$ cat src/rtl/acc_drain_requant.sv
// Snapshots NUM_PE accumulators on start, pulses clear to the PEs, then streams
// requantized int8 results one beat per transfer. Backpressure: a beat holds until accepted.
module acc_drain_requant #(
  parameter int NUM_PE = 4,
  parameter int ACC_W  = 20,
  parameter int OUT_W  = 8,
  parameter int IDX_W  = $clog2(NUM_PE)
) (
  input  logic                    clock,
  input  logic                    reset,
  input  logic                    start,
  input  logic [NUM_PE*ACC_W-1:0] acc_flat,
  input  logic [4:0]              shift_amt,
  input  logic                    relu_en,
  output logic                    clear_acc_out,
  output logic                    busy,
  output logic                    out_valid,
  input  logic                    out_ready,
  output logic signed [OUT_W-1:0] out_data,
  output logic [IDX_W-1:0]        out_index,
  output logic                    out_last,
  output logic                    done
);

  typedef enum logic [1:0] {IDLE, LOAD, DRAIN} state_t;

  localparam int XW = ACC_W + 2;
  localparam logic signed [XW-1:0] SAT_HI = XW'((1 << (OUT_W - 1)) - 1);
  localparam logic signed [XW-1:0] SAT_LO = ~SAT_HI;

  state_t                    state_q, state_d;
  logic [NUM_PE*ACC_W-1:0]   bank_q, bank_d;
  logic [4:0]                shift_q, shift_d;
  logic                      relu_q, relu_d;
  logic                      busy_q, busy_d;
  logic                      clear_q, clear_d;
  logic                      valid_q, valid_d;
  logic signed [OUT_W-1:0]   data_q, data_d;
  logic [IDX_W-1:0]          index_q, index_d;
  logic                      last_q, last_d;
  logic                      done_q, done_d;
  logic [IDX_W-1:0]          nxt_idx;

  // Rounding is half toward +inf: add half an LSB of the result before the arithmetic shift.
  function automatic logic signed [OUT_W-1:0] rq(input logic [ACC_W-1:0] a,
                                                 input logic [4:0] s,
                                                 input logic relu);
    logic [4:0]              sc;
    logic signed [XW-1:0]    t;
    logic signed [XW-1:0]    rnd;
    sc  = (s > 5'(ACC_W - 1)) ? 5'(ACC_W - 1) : s;
    t   = {{2{a[ACC_W-1]}}, a};
    rnd = '0;
    if (sc != 5'd0) begin
      rnd[sc - 5'd1] = 1'b1;
      t = (t + rnd) >>> sc;
    end
    if (relu && t[XW-1]) t = '0;
    if (t > SAT_HI)      t = SAT_HI;
    else if (t < SAT_LO) t = SAT_LO;
    return t[OUT_W-1:0];
  endfunction

  function automatic logic [ACC_W-1:0] bank_at(input logic [NUM_PE*ACC_W-1:0] b,
                                               input logic [IDX_W-1:0] i);
    return b[i*ACC_W +: ACC_W];
  endfunction

  assign nxt_idx = index_q + IDX_W'(1);

  always_comb begin
    state_d = state_q;
    bank_d  = bank_q;
    shift_d = shift_q;
    relu_d  = relu_q;
    busy_d  = busy_q;
    clear_d = 1'b0;
    valid_d = valid_q;
    data_d  = data_q;
    index_d = index_q;
    last_d  = last_q;
    done_d  = 1'b0;
    unique case (state_q)
      IDLE: begin
        if (start) begin
          bank_d  = acc_flat;
          shift_d = shift_amt;
          relu_d  = relu_en;
          busy_d  = 1'b1;
          clear_d = 1'b1;
          state_d = LOAD;
        end
      end
      LOAD: begin
        data_d  = rq(bank_at(bank_q, '0), shift_q, relu_q);
        index_d = '0;
        last_d  = (NUM_PE == 1);
        valid_d = 1'b1;
        state_d = DRAIN;
      end
      DRAIN: begin
        if (valid_q && out_ready) begin
          if (last_q) begin
            valid_d = 1'b0;
            busy_d  = 1'b0;
            done_d  = 1'b1;
            state_d = IDLE;
          end else begin
            data_d  = rq(bank_at(bank_q, nxt_idx), shift_q, relu_q);
            index_d = nxt_idx;
            last_d  = (nxt_idx == IDX_W'(NUM_PE - 1));
          end
        end
      end
      default: state_d = IDLE;
    endcase
  end

  always_ff @(posedge clock or posedge reset) begin
    if (reset) begin
      state_q <= IDLE;
      bank_q  <= '0;
      shift_q <= '0;
      relu_q  <= 1'b0;
      busy_q  <= 1'b0;
      clear_q <= 1'b0;
      valid_q <= 1'b0;
      data_q  <= '0;
      index_q <= '0;
      last_q  <= 1'b0;
      done_q  <= 1'b0;
    end else begin
      state_q <= state_d;
      bank_q  <= bank_d;
      shift_q <= shift_d;
      relu_q  <= relu_d;
      busy_q  <= busy_d;
      clear_q <= clear_d;
      valid_q <= valid_d;
      data_q  <= data_d;
      index_q <= index_d;
      last_q  <= last_d;
      done_q  <= done_d;
    end
  end

  assign clear_acc_out = clear_q;
  assign busy          = busy_q;
  assign out_valid     = valid_q;
  assign out_data      = data_q;
  assign out_index     = index_q;
  assign out_last      = last_q;
  assign done          = done_q;

endmodule

$ cat config.mk
export PLATFORM = sky130hd
export DESIGN_NAME = acc_drain_requant
export DESIGN_NICKNAME = d
export VERILOG_FILES = /design/src/rtl/acc_drain_requant.sv
export SDC_FILE = /design/constraint.sdc
export NUM_CORES = 1
export LEC_CHECK = 0
export ABC_AREA = 1
export CORE_ASPECT_RATIO = 1.1
export CORE_MARGIN = 5
export CORE_UTILIZATION = 40
export DETAILED_ROUTE_END_ITERATION = 10
export PLACE_DENSITY = 0.62
export SYNTH_ARGS = -nofsm -noshare
export SYNTH_HDL_FRONTEND = slang
export SYNTH_SLANG_ARGS = --single-unit
$ cat constraint.sdc
create_clock -name clock -period 8.65 [get_ports clock]
set_clock_uncertainty 0.1 [all_clocks]
set_input_delay 1.2975 -clock clock [delete_from_list [all_inputs] [get_ports clock]]
set_output_delay 1.2975 -clock clock [all_outputs]
set_load 0.02 [all_outputs]
==> results of run 1 <==
[worst reg2reg max path: cells and delay by family (launching register included)]
family,cells,cell delay [ns]
flops,1,0.38
fa+ha+maj,2,0.92
buf+inv,6,1.73
simple gates,16,1.69
compound gates,5,1.77
[sequential cells by signal, summed over array words and instances (netlist names)]
signal and count:
bank_q 80, out_data 8, shift_q 5, out_index 2
state_q 2, busy 1, clear_acc_out 1, done 1
out_last 1, out_valid 1, relu_q 1
[Yosys cell counts (all sizes together), types with 2 or more instances]
cell     instances  area, µm²
o31ai            4       30.0
nand3          320       1630
clkinv           5       18.8
a31oi            8       50.1
a21boi           3       22.5
o21bai           3       22.5
a32oi            9       78.8
o22ai            2       12.5
nor2           147        616
nand3b           2       15.0
o21a             3       22.5
a21oi           62        322
inv            190        713
o211ai          17        128
xor2             8       70.1
nand4           29        218
o21ai           93        477
clkbuf          51        191
buf             28        149
xnor2            4       35.0
o221ai           4       35.0
nand2          789       3000
dfrtp          103       2580
ha              19        238
nor3            12       65.1
o2111ai          2       17.5
[logic make-up (layout without fill, tap and decap cells)]
kind of cell	Yosys count	after routing	synth area share [%]
AOI/OAI and AO/OA	213	213	11.5
xor gates and xnor gates	12	12	0.974
adders and majority gates	19	19	2.20
buffers and inverters	274	329	9.93
DFF	103	103	23.9
other	1	4	0.0347
and+or+nand+nor	1300	1300	51.5
[layer usage]
layer | global-route usage [%] | part of all wire [%] | up-vias
met5 | 0 | 0 | -
met4 | 15.4 | 5.8 | 0
met3 | 4.74 | 7.7 | 133
met2 | 50.3 | 44 | 628
met1 | 40.6 | 42 | 5926
li1 | - | - | 6335
[through the flow]
stage          utilization (%)  hold WS, ns  std cells
4_1_cts                   46.1        0.384       2337
6_report                  46.1        0.379       2337
3_3_place_gp              45.0        0.362       2321
5_1_grt                   46.1        0.402       2337
2_1_floorplan                -        0.344       1925
3_5_place_dp              45.0        0.363       2321
[worst max path at each step]
stage          depth (start not counted)  slack, ns           to    startpoint
3_3_place_gp                          28       2.02  out_data[0]  out_index[0]
6_report                              29       1.97  out_data[6]  out_index[0]
5_1_grt                               28       1.31  out_data[0]  out_index[0]
4_1_cts                               28       2.05  out_data[0]  out_index[0]
2_1_floorplan                         37       3.39  out_data[0]  out_index[0]
3_5_place_dp                          28       2.08  out_data[0]  out_index[0]
[layout make-up]
class	instances	area, µm²	share of cell area, %
well taps	357	447	3.61
multi-input cells	1548	7170	58.0
clock inverters	5	41.3	0.334
inverters	195	736	5.95
flip-flops and latches	103	2580	20.9
repair buffers	118	1150	9.27
clock buffers	11	243	1.96
[cells in the final DEF (no fill, tap or decap), types with 11 or more instances in the layout]
master	count
nor2_1	133
ha_1	19
nor3_1	11
nand3_1	314
a21oi_1	61
o211ai_1	17
inv_2	17
buf_4	14
nand4_1	26
nand2_2	16
clkdlybuf4s50_1	104
dfrtp_1	103
o21ai_0	77
inv_1	171
nand2_1	772
o21ai_1	15
==> key figures, run 1 <==
Outcome
  • Status: complete, no violations

Clocking
  • CTS buffer count: 9
  • CTS Root Cell: clkbuf_16
  • Sink Count: approximately 100
  • Hold_buf cts: 0
  • CTS tree: yes
  • Clock buffer depth: 2
  • Postcts setup bufs: 0
  • Skew-Pair Late Insertion Delay: between 0.3 and 0.4 ns
  • Htree depth: 3
  • Clock transition at the registers of the reported paths: roughly 0.080 ns
  • Post-CTS Resized: 0

Logic synthesis
  • Number of synthesized flops with an enable pin: 0
  • Fraction of registers with async set/reset: 100%
  • Post-Syn Area: 0.0108 mm²
  • Synth cell types: 47
  • Part of the Yosys area used for sequential elements: 23.9%
  • Yosys warning count: 0
  • Synth Flop Type: dfrtp_1
  • Syn Inst Count: a little under 2000
  • Synthesis-stage register bit count: approximately 100
  • Syn Area/Cell: approximately 5.6 µm²

Route
  • Routed len/inst: ~21 µm
  • Vias/cell: about 5.6
  • DR pass1 iterations: 6
  • Antenna-violating nets left: 0
  • DRC: 0
  • Via count: between 10000 and 15000
  • Iteration-0 DRC Markers: about 1500
  • Final WL: between 40000 and 50000 µm

Final layout
  • Fraction of layout cells with a size suffix above 1: between 4 and 5%
  • Fillers: ~3000
  • Ant diodes: 0
  • Final net count: around 2100
  • Area grow syn2layout: 14.5%
  • Design Area, Final: 0.0124 mm²

Critical path
  • Reg-to-Reg End: out_data[6]
  • Slowest-stage cell, CP: inv_1
  • Worst r2r src: out_index[0]
  • Buffers plus inverters on the worst setup path: 6
  • Setup CP Type: reg2reg
  • CP most frequent cell: nand2_1
  • Worst Setup End Kind: register
  • CP required: around 8.8 ns
  • CP Launch Type: register
  • Crit path largest cell delay: 0.68 ns
  • Critical-path maximum fanout: 53
  • Largest delay share family, worst path: compound AO/OA/AOI/OAI gates
  • Cells on worst reg2reg path: 29
  • Worst Path Arrival: 6.83 ns
  • R2R setup slack: ~2 ns

Placed design
  • DP HPWL: around 39000 µm
  • Dpl ws: approximately 2.1 ns
  • Final GP Congestion: roughly 1.1
  • Post-Place Cell Area: 0.0121 mm²
  • PortBufs: about 100

Global route
  • Initial antenna violation count: 0
  • Vias in the first global route: 12800
  • Gr ovfl total: 0
  • Largest net degree at the start of global routing: between 90 and 100
  • Tot GR Track Use: between 30 and 40%
  • Global-route wire length before repair: about 74000 µm

Floorplanning
  • Die Height: ~180 µm
  • Core ar.: ~0.027 mm²
  • Initial core utilization: 40.3%
  • IO Count: roughly 110
  • Die width: 167 µm
  • # rows: 63
  • Die area: roughly 0.030 mm²

Timing
  • Peak Freq: between 100 and 150 MHz
  • Least-Margin Pin Slew: 1.07 ns
  • Fin. max-slew vios: 0
  • Worst rel slew slack: 28.3%
  • Final-report hold violation count: 0
  • Final WS setup: about 2 ns
  • Final min period: between 6 and 7 ns
  • # setup viols final: 0
  • Setup TNS: 0 ns
  • RSZ-0062 raised after global routing: false
  • Final Cycle Share: 77.2%

Worst hold path
  • Hold Path Stages: 2
  • HP Start: bank_q[57]
  • Hold path endpoint: bank_q[57]
  • Hold/Removal Path Class: reg2reg

Job
  • Max_cap viols: 0
Power of run 1 is not shown: default switching activity piles up to over one toggle a cycle in this logic, so the estimate is an artifact.
==> run 2, diff against run 1 <==
--- a/config.mk
+++ b/config.mk
@@ -10,7 +10,7 @@
 export CORE_MARGIN = 5
 export CORE_UTILIZATION = 40
 export DETAILED_ROUTE_END_ITERATION = 10
-export PLACE_DENSITY = 0.62
+export PLACE_DENSITY = 0.65
 export SYNTH_ARGS = -nofsm -noshare
 export SYNTH_HDL_FRONTEND = slang
 export SYNTH_SLANG_ARGS = --single-unit
==> constraint.sdc (replaced) <==
create_clock -name clock -period 5.6 [get_ports clock]
set_clock_uncertainty 0.1 [all_clocks]
set_input_delay 0.84 -clock clock [delete_from_list [all_inputs] [get_ports clock]]
set_output_delay 0.84 -clock clock [all_outputs]
set_load 0.02 [all_outputs]
==> key figures, run 2 (same netlist as run 1, synthesis figures left out) <==
Timing
  • # setup viols final: 0 (unchanged)
  • Final-report hold violation count: 0 (unchanged)
  • RSZ-0062 raised after global routing: false
  • Fin. max-slew vios: 0 (unchanged)
  • Peak Freq: 194 MHz (+30%)
  • Least-Margin Pin Slew: 0.927 ns (-0.142 ns)
  • Final Cycle Share: 92.0% (+15 points)
  • Setup TNS: 0 ns (unchanged)
  • Final min period: 5.15 ns (-1.53 ns)
  • Worst rel slew slack: 38.2% (+9.9 points)

Route
  • Antenna-violating nets left: 0 (unchanged)
  • DR pass1 iterations: 6 (unchanged)
  • Iteration-0 DRC Markers: 1286 (-16%)
  • Via count: 13100 (+0.84%)
  • Vias/cell: 5.58 (+0.12%)
  • DRC: 0 (unchanged)
  • Routed len/inst: 19.7 µm (-4.0%)
  • Final WL: 46300 µm (-3.3%)

Critical path
  • CP startpoint: shift_q[3]
  • Crit. path cell count: 28 (-3.4%)
  • Critical-path maximum fanout: 18 (-66%)
  • CP Capture Point: out_data[0]
  • Worst Path Arrival: 5.30 ns (-1.53 ns)
  • Cells on worst reg2reg path: 28 (-3.4%)
  • Crit path largest cell delay: 0.75 ns (+0.07 ns)
  • Worst Setup End Kind: register
  • CP most frequent cell: nand2_1
  • Setup CP Type: reg2reg
  • Slowest-stage cell, CP: dfrtp_1
  • CP required: 5.75 ns (-3.05 ns)
  • Buffers plus inverters on the worst setup path: 3 (-3)
  • R2R setup slack: 0.45 ns (-1.52 ns)
  • CP Launch Type: register
  • Reg-to-Reg End: out_data[0]
  • Largest delay share family, worst path: simple AND/OR/NAND/NOR gates
  • Worst r2r src: shift_q[3]

Global route
  • Tot GR Track Use: 29.9% (-1.2 points)
  • Global-route wire length before repair: 71200 µm (-3.3%)
  • Gr ovfl total: 0 (unchanged)
  • Vias in the first global route: 12700 (-0.76%)
  • Largest net degree at the start of global routing: 97 (-2.0%)
  • Initial antenna violation count: 0 (unchanged)

Placed design
  • Final GP Congestion: 1.05 (-0.46%)
  • DP HPWL: 37300 µm (-3.2%)
  • PortBufs: 104 (unchanged)

Floorplanning
  • # rows: 63 (unchanged)
  • IO Count: 105 (unchanged)
  • Core ar.: 0.0268 mm² (unchanged)
  • Die Height: 182 µm (unchanged)
  • Die width: 167 µm (unchanged)
  • Initial core utilization: 40.3% (unchanged)
  • Die area: 0.0304 mm² (unchanged)

Final layout
  • Max reg flops: 80 (unchanged)
  • Most flop-heavy register: bank_q
  • Area grow syn2layout: 15.8%
  • Commonest non-fill, non-tap cell in the layout: nand2_1
  • Final net count: 2100 (+0.77%)
  • Fraction of layout cells with a size suffix above 1: 5.46% (+0.86 points)
  • Commonest cells after routing, fill and taps aside: nand2_1 (773), nand3_1 (314), inv_1 (171)

Clocking
  • Clock transition at the registers of the reported paths: 0.07 ns (about the same)
  • Postcts setup bufs: 0 (unchanged)
  • CTS Root Cell: clkbuf_16
  • Sink Count: 103 (unchanged)
  • Clock buffer depth: 2 (unchanged)
  • CTS tree: yes
  • CTS buffer count: 9 (unchanged)
  • Skew-Pair Late Insertion Delay: 0.35 ns (about the same)
  • Htree depth: 3 (unchanged)

Worst hold path
  • Hold/Removal Path Class: reg2reg

Job
  • Max_cap viols: 0 (unchanged)

Outcome
  • Status: complete, no violations
==> run 2: worst min-delay path by stage <==
stage                     from          to  slack [ns]  cells after the start
floorplan           bank_q[74]  bank_q[74]        0.34                      2
global placement    bank_q[75]  bank_q[75]        0.36                      2
detailed placement  bank_q[56]  bank_q[56]        0.36                      2
CTS                 bank_q[56]  bank_q[56]        0.38                      2
global route        bank_q[64]  bank_q[64]        0.39                      2
finish              bank_q[41]  bank_q[41]        0.38                      2
==> run 2: cell type report <==
cell class | instances | area [µm²]
tap | 357 | 447
clock inverter | 7 | 80.1
fill | 2994 | 14300
sequential | 103 | 2580
multi-input combinational | 1548 | 7170
antenna | 1 | 2.50
inverter | 195 | 736
timing repair buffer | 134 | 1270
clock buffer | 9 | 225
==> run 2: tightest hold or removal path: cells and delay by family, from the launching register on <==
kind	cells	cell delay, ns
flip-flops	1	0.34
AND/OR/NAND/NOR	2	0.10
==> run 2: what timing repair did <==
action                                  4_1_cts  5_1_grt
resized for setup                             0        2
endpoints found under the setup margin        0        4
hold buffers                                  0        0
==> run 2: layer usage <==
| layer | track usage (%) | part of all wire (%) | wire [µm] | up-vias |
|---|---|---|---|---|
| li1 | - | - | - | 6379 |
| met1 | 38.4 | 41 | 19100 | 5976 |
| met2 | 47.3 | 44 | 20200 | 617 |
| met3 | 3.47 | 6.8 | 3150 | 160 |
| met4 | 20.4 | 8.2 | 3820 | 0 |
| met5 | 0 | 0 | 0 | - |
==> run 2: stage by stage <==
stage	util, %	hold slack, ns	cell area (µm²)	cells	setup slack (ns)
floorplan	-	0.344	10800	1925	0.336
global placement	45.5	0.359	12200	2337	0.617
detailed placement	45.5	0.364	12200	2337	0.622
CTS	46.6	0.381	12500	2353	0.610
global route	46.6	0.394	12500	2353	0.0287
finish	46.7	0.378	12500	2354	0.450
Power of run 2 is left out for the same reason.
